===== src/rtl/fetch_redirect_ctrl.sv =====
// fetch_redirect_ctrl - sequences fetch redirection (interrupt/exception vectoring, ERET drain) and owns EPC/cause/EXL.
// Optional perf counters are enabled with `define FETCH_REDIRECT_PERF_EN.
module fetch_redirect_ctrl #(
  parameter int DRAIN_CYCLES = 3
) (
  input  logic        clk,
  input  logic        reset,
  input  logic        hazard_stall,
  input  logic        exc_req,
  input  logic [4:0]  exc_code,
  input  logic [31:0] m_pc,
  input  logic        m_bd,
  input  logic        int_req,
  input  logic        int_en,
  input  logic        eret_req,
  output logic        goto_handler,
  output logic        eret,
  output logic        freeze,
  output logic        flush,
  output logic [31:0] epc,
  output logic [4:0]  cause_code,
  output logic        exl,
  output logic        busy
`ifdef FETCH_REDIRECT_PERF_EN
  ,
  output logic [31:0] perf_stall_cnt,
  output logic [31:0] perf_evt_cnt
`endif
);

  localparam int CW = (DRAIN_CYCLES > 1) ? $clog2(DRAIN_CYCLES) : 1;
  localparam logic [CW-1:0] DRAIN_LOAD = CW'(DRAIN_CYCLES - 1);

  typedef enum logic [1:0] {
    S_RUN,
    S_VECTOR,
    S_ERET_DRAIN,
    S_ERET_ISSUE
  } state_t;

  state_t        state_q;
  logic [CW-1:0] cnt_q;
  logic [31:0]   epc_q;
  logic [4:0]    cause_q;
  logic          exl_q;
  logic          goto_q;
  logic          eret_q;
  logic          flush_q;
  logic          busy_q;

  logic          take_int;
  logic          take_evt;
  logic          enter_vec;
  logic [31:0]   epc_d;

  assign take_int  = int_req & int_en & ~exl_q;
  assign take_evt  = take_int | exc_req;
  assign enter_vec = take_evt & ((state_q == S_RUN) | (state_q == S_ERET_DRAIN));
  // A delay-slot instruction restarts at its branch so the branch re-executes.
  assign epc_d     = m_bd ? (m_pc - 32'd4) : m_pc;

  always_ff @(posedge clk) begin
    if (reset) begin
      state_q <= S_RUN;
      cnt_q   <= '0;
      epc_q   <= 32'd0;
      cause_q <= 5'd0;
      exl_q   <= 1'b0;
      goto_q  <= 1'b0;
      eret_q  <= 1'b0;
      flush_q <= 1'b0;
      busy_q  <= 1'b0;
    end else begin
      goto_q  <= 1'b0;
      eret_q  <= 1'b0;
      flush_q <= 1'b0;
      busy_q  <= 1'b0;
      case (state_q)
        S_RUN, S_ERET_DRAIN: begin
          if (take_evt) begin
            state_q <= S_VECTOR;
            cause_q <= take_int ? 5'd0 : exc_code;
            if (!exl_q) epc_q <= epc_d;
            exl_q   <= 1'b1;
            goto_q  <= 1'b1;
            flush_q <= 1'b1;
            busy_q  <= 1'b1;
          end else if (state_q == S_RUN) begin
            if (eret_req) begin
              state_q <= S_ERET_DRAIN;
              cnt_q   <= DRAIN_LOAD;
              busy_q  <= 1'b1;
            end
          end else if (cnt_q == '0) begin
            state_q <= S_ERET_ISSUE;
            eret_q  <= 1'b1;
            flush_q <= 1'b1;
            busy_q  <= 1'b1;
          end else begin
            cnt_q  <= cnt_q - CW'(1);
            busy_q <= 1'b1;
          end
        end
        S_VECTOR: state_q <= S_RUN;
        S_ERET_ISSUE: begin
          state_q <= S_RUN;
          exl_q   <= 1'b0;
        end
        default: state_q <= S_RUN;
      endcase
    end
  end

  assign goto_handler = goto_q;
  assign eret         = eret_q;
  assign flush        = flush_q;
  assign busy         = busy_q;
  assign epc          = epc_q;
  assign cause_code   = cause_q;
  assign exl          = exl_q;
  assign freeze       = ((state_q == S_RUN) & hazard_stall) | (state_q == S_ERET_DRAIN);

`ifdef FETCH_REDIRECT_PERF_EN
  logic [31:0] stall_cnt_q;
  logic [31:0] evt_cnt_q;

  always_ff @(posedge clk) begin
    if (reset) begin
      stall_cnt_q <= 32'd0;
      evt_cnt_q   <= 32'd0;
    end else begin
      if (freeze)    stall_cnt_q <= stall_cnt_q + 32'd1;
      if (enter_vec) evt_cnt_q   <= evt_cnt_q + 32'd1;
    end
  end

  assign perf_stall_cnt = stall_cnt_q;
  assign perf_evt_cnt   = evt_cnt_q;
`else
  logic unused_enter_vec;
  assign unused_enter_vec = enter_vec;
`endif

endmodule


===== config.mk =====
export PLATFORM = sky130hd
export DESIGN_NAME = fetch_redirect_ctrl
export DESIGN_NICKNAME = d
export VERILOG_FILES = /design/src/rtl/fetch_redirect_ctrl.sv
export SDC_FILE = /design/constraint.sdc
export NUM_CORES = 1
export LEC_CHECK = 0
export CORE_ASPECT_RATIO = 0.5
export CORE_MARGIN = 2
export CORE_UTILIZATION = 30
export CTS_BUF_LIST = sky130_fd_sc_hd__clkbuf_8
export DETAILED_ROUTE_END_ITERATION = 8
export PLACE_DENSITY = 0.68
export SLEW_MARGIN = 40
export SYNTH_ARGS = -nofsm -noshare
export SYNTH_HDL_FRONTEND = slang
export SYNTH_SLANG_ARGS = --single-unit

===== constraint.sdc =====
create_clock -name clk -period 6.4 [get_ports clk]
set_clock_uncertainty 0.15 [all_clocks]
set_input_delay 1.28 -clock clk [delete_from_list [all_inputs] [get_ports clk]]
set_output_delay 1.28 -clock clk [all_outputs]
set_load 0.02 [all_outputs]

# Yosys cells after proc, flatten, opt, wreduce, memory -nomap -nowiden
# Cells that the tools add are included.
totals:
  register_bits: 46
  wordCells: 57
  input_bits: 45
op_classes:
  bitwise: 8
  addsub: 2
  n_reduce_logical: 12
  muxes: 18
  eq_ne: 8
ops:
  columns: ["operator", "count"]
  rows:
  - ["$mux 32", 1]
  - ["$sub 32x3->32 const B", 1]
  - ["$mux 2", 6]
  - ["$mux 1", 8]
  - ["$ne 4x4->1 const B", 2]
  - ["$ne 2x2->1 const B", 3]
  - ["$reduce_and 2->1", 3]
  - ["$reduce_or 2->1", 3]
  - ["$mux 5", 1]
  - ["$eq 2x2->1 const B", 2]
  - ["$logic_not 2->1", 2]
  - ["$pmux 2 s2", 1]
  - ["$reduce_and 4->1", 1]
  - ["$and 1x1->1", 3]
  - ["$not 1->1", 3]
  - ["$reduce_and 3->1", 1]
  - ["$reduce_or 3->1", 1]
  - ["$eq 2x1->1 const B", 1]
  - ["$or 1x1->1", 2]
  - ["$pmux 1 s2", 1]
  - ["$reduce_bool 2->1", 1]
  - ["$sub 2x1->2 const B", 1]

# Logic depth before layout (Yosys ltp)
depth:
  depth_word: 5
  ltp_mapped: 7

# Least setup slack after synthesis
# Ideal clock, no wire load.
synth_path:
  path_kind: "input to register"
  startpoint: "input m_pc[26]"
  endpoint: "register epc_q[31], in the netlist epc[31]"
  cell_stages: 4
  slack_ns: 3.310
  required_time_ns: 6.159
  setup_time_ns: 0.091
  arrival_ns: 2.849
  cell_sequence: "or4_4 or3_1 or4_1 a311oi_1"
synth_via:
  elab_chain_cells: 2
synth_lines:
  columns: ["item", "line_no", "rtl"]
  rows:
  - ["start, declared", "11", "input logic [31:0] m_pc,"]
  - ["$sub 32x3->32", "60", "assign epc_d = m_bd ? (m_pc - 32'd4) : m_pc;"]
  - ["$mux 32", "60", null]
  - ["end signal, assigned", "83", "if (!exl_q) epc_q <= epc_d;"]
  - ["end, declared", "43", "logic [31:0] epc_q;"]
# Every way passes these cells.
# A chain may end at the register's enable or synchronous reset.

# Worst setup path in the final report
layout_path:
  startpoint: "input hazard_stall"
  endpoint: "output freeze"
layout_via:
  elab_chain_cells: 2
layout_lines:
  columns: ["item", "line_no", "rtl"]
  rows:
  - ["start, declared", "8", "input logic hazard_stall,"]
  - ["$and 1x1->1", "121", "assign freeze = ((state_q == S_RUN) & hazard_stall) | (state_q == S_ERET_DRAIN);"]
  - ["$or 1x1->1", "121", null]
  - ["end, declared", "18", "output logic freeze,"]
# Every way passes these cells.

==> run_results.csv <==
group,metric,value,unit
status,status,"completed",
floorplanning,core,7510,µm²
clock_tree,cts.sinks,46,
timing,slew_headroom,0.554,
finish,synthToLayoutAreaGrowth,42.3,%
timing,worst_pin_slew,0.667,ns
floorplanning,rows,22,
floorplanning,die-area,8720,µm²
global_route,grt-ovfl-total,0,
clock_tree,clk_latency,0.30,ns
timing,period_needed,3.89,ns
synthesis,ys_warn_count,0,
finish,drive_gt1_frac,0.0704,
floorplanning,start_util,0.317,
synthesis,yosys.area.top_type,"dfxtp_1",
synthesis,syn_avg_cell_area,8.70,µm²
route,drc,0,
clock_tree,numCtsBuffers,5,
finish,diodes,0,
synthesis,synth_top_area_frac,0.386,
route,firstDrtPassIters,4,
route,highest_layer,"met4",
finish,final_util,0.451,
pwr,power_density,209,nW/µm²
global_route,track_usage,0.154,
route,wire_per_inst,14.1,µm
clock_tree,cts_setup_buffers,0,
synthesis,ys_top_cells_by_area,"dfxtp_1 (39%), nor2_1 (7.1%), a311oi_1 (5.9%)",
clock_tree,clkSlewWorstSetupHoldPaths,0.08,ns
critical_path,crit_type,"primary input to primary output",
route,wl,6.51,mm
timing,period_share,0.607,
critical_path,arrival,2.46,ns
pwr,peakVddDrop,0.0000705,V
place,dpl.hpwl,4.84,mm
place,portBuffers,87,
timing,hold_viol,0,
global_route,grt_pass1_vias,2278,
critical_path,worstPathMaxFanout,1,
synthesis,syn-cell-area,2380,µm²
critical_path,ff2ff_setup_slack,4.24,ns
critical_path,worstPathRequired,4.97,ns
synthesis,synth.net_count,321,
synthesis,syn_inst,274,
floorplanning,fp.dieH,67.0,µm
critical_path,r2r_start,"state_q[0]",
clock_tree,htree_levels,2,
timing,final-max-slew-violation-count,0,
synthesis,ys_types,46,
synthesis,ys.flop_type,"dfxtp_1",
critical_path,reg2regPathDepth,5,
global_route,grt_pass1_wl,10.5,mm
route,antenna_left,0,
floorplanning,die_w,130,µm
route,met3_wirelength,343,µm
synthesis,synthArstFlopShare,0,
synthesis,synth_seq_cells,46,
global_route,antenna_found_initial,0,
clock_tree,cts_root_buf,"clkbuf_8",
route,vias_per_cell,5.14,
hold_path,hp-start,"cause_code[0]",
hold_path,min_to,"cause_code[0]",
synthesis,ys_seq_area_frac,0.386,
route,wl_met2,3.13,mm
critical_path,timing.rr.end,"epc[27]",
route,drt_iter0_drc,142,
clock_tree,cts_resized,0,
finish,fin_nets,401,
timing,fmax,257,MHz
clock_tree,cts_buffer_depth,2,
pwr,p_leak,0.00109,µW
timing,hold_slack,0.325,ns
route,num_vias,2379,
synthesis,synth_edf_count,0,
place,routabilityCongestion,0.823,
global_route,grt_max_degree,59,
critical_path,startpoint,"hazard_stall",
critical_path,crit_path_start_kind,"primary input",
critical_path,endpoint_kind,"primary output",
finish,mostFrequentLayoutCell,"clkdlybuf4s50_1",
hold_path,hold_depth,2,
timing,rsz0062_at_grt,"false",
hold_path,hold_path.class,"flop to flop",
finish,final_cell_mix,"clkdlybuf4s50_1 (87), dfxtp_1 (46), nor2_1 (45), a311oi_1 (16), nand2_1 (14)",
pwr,total_power,709,µW
floorplanning,num_io_pins,88,
timing,fin_setup_tns,0,ns
clock_tree,ctsHoldBuffers,0,
timing,setup_viol,0,
route,m1WireLength,2.95,mm
job,drv_cap,0,
clock_tree,tritoncts,"built",
-- critical path, stage by stage --
cell and delay, ns:
clkdlybuf4s50_1 0.45, nor2_1 0.03, nor2_1 0.09, clkdlybuf4s50_1 0.60
-- sequential cells by signal (all words and copies together), names as in the netlist --
signal,cells
busy,1
cause_code,5
cnt_q,2
epc,32
eret,1
exl,1
flush,1
goto_handler,1
state_q,2
-- cell usage after synthesis, drive strengths merged (2+ instances only) --
library cell / instances
buf: 3
nor2: 46
or3: 5
nor3: 5
nor3b: 2
a21boi: 3
ha: 2
nand4: 4
a311oi: 16
nand2: 14
xor2: 8
or4: 15
xnor2: 3
inv: 5
dfxtp: 46
o21ai: 8
nand3: 8
clkbuf: 13
a21oi: 7
o31ai: 10
or3b: 3
or2: 4
nor2b: 3
o311ai: 3
a211oi: 13
mux2i: 3
or4b: 3
nor4: 8
nand2b: 3
-- kinds of logic (layout without fill, tap and decap cells) --
logic type	Yosys count	after routing	share of synthesized area
and+or+nand+nor	128	128	0.300
xor gates and xnor gates	11	11	0.0404
adders and majority gates	2	2	0.0105
muxes	4	4	0.0173
DFF	46	46	0.386
AOI/OAI and AO/OA	62	62	0.191
buffers and inverters	21	102	0.0546
-- layer usage --
layer / track usage / vias up
met4: 0.0484 / 0
met5: 0 / -
met1: 0.187 / 1105
met2: 0.267 / 66
li1: - / 1200
met3: 0.0402 / 8
-- worst max path at each step --
stage	end	cells after the start
2_1_floorplan	epc[31]	4
3_3_place_gp	epc[26]	5
6_report	freeze	4
4_1_cts	freeze	4
5_1_grt	epc[26]	5
3_5_place_dp	epc[26]	5
-- where the power goes --
| group | switching [µW] | internal, µW |
|---|---|---|
| Combinational | 101 | 96.7 |
| Sequential | 15.6 | 312 |
| Clock | 98.0 | 85.7 |
| Total | 214 | 495 |
-- metrics by stage --
step | area [µm²] | setup WS, ns | instances
2_1_floorplan | 2380 | 3.31 | 274
3_3_place_gp | 3300 | 2.47 | 455
3_5_place_dp | 3300 | 2.32 | 455
4_1_cts | 3390 | 2.51 | 463
5_1_grt | 3390 | 2.36 | 463
6_report | 3390 | 2.51 | 463
-- layout make-up --
cell class,count,area (µm²)
fill,742,4120
multi-input combinational,207,1340
sequential,46,921
timing repair buffer,89,886
tap,108,135
clock buffer,6,82.6
inverter,5,18.8
clock inverter,2,8.76
(Power assumes the default switching activity.)
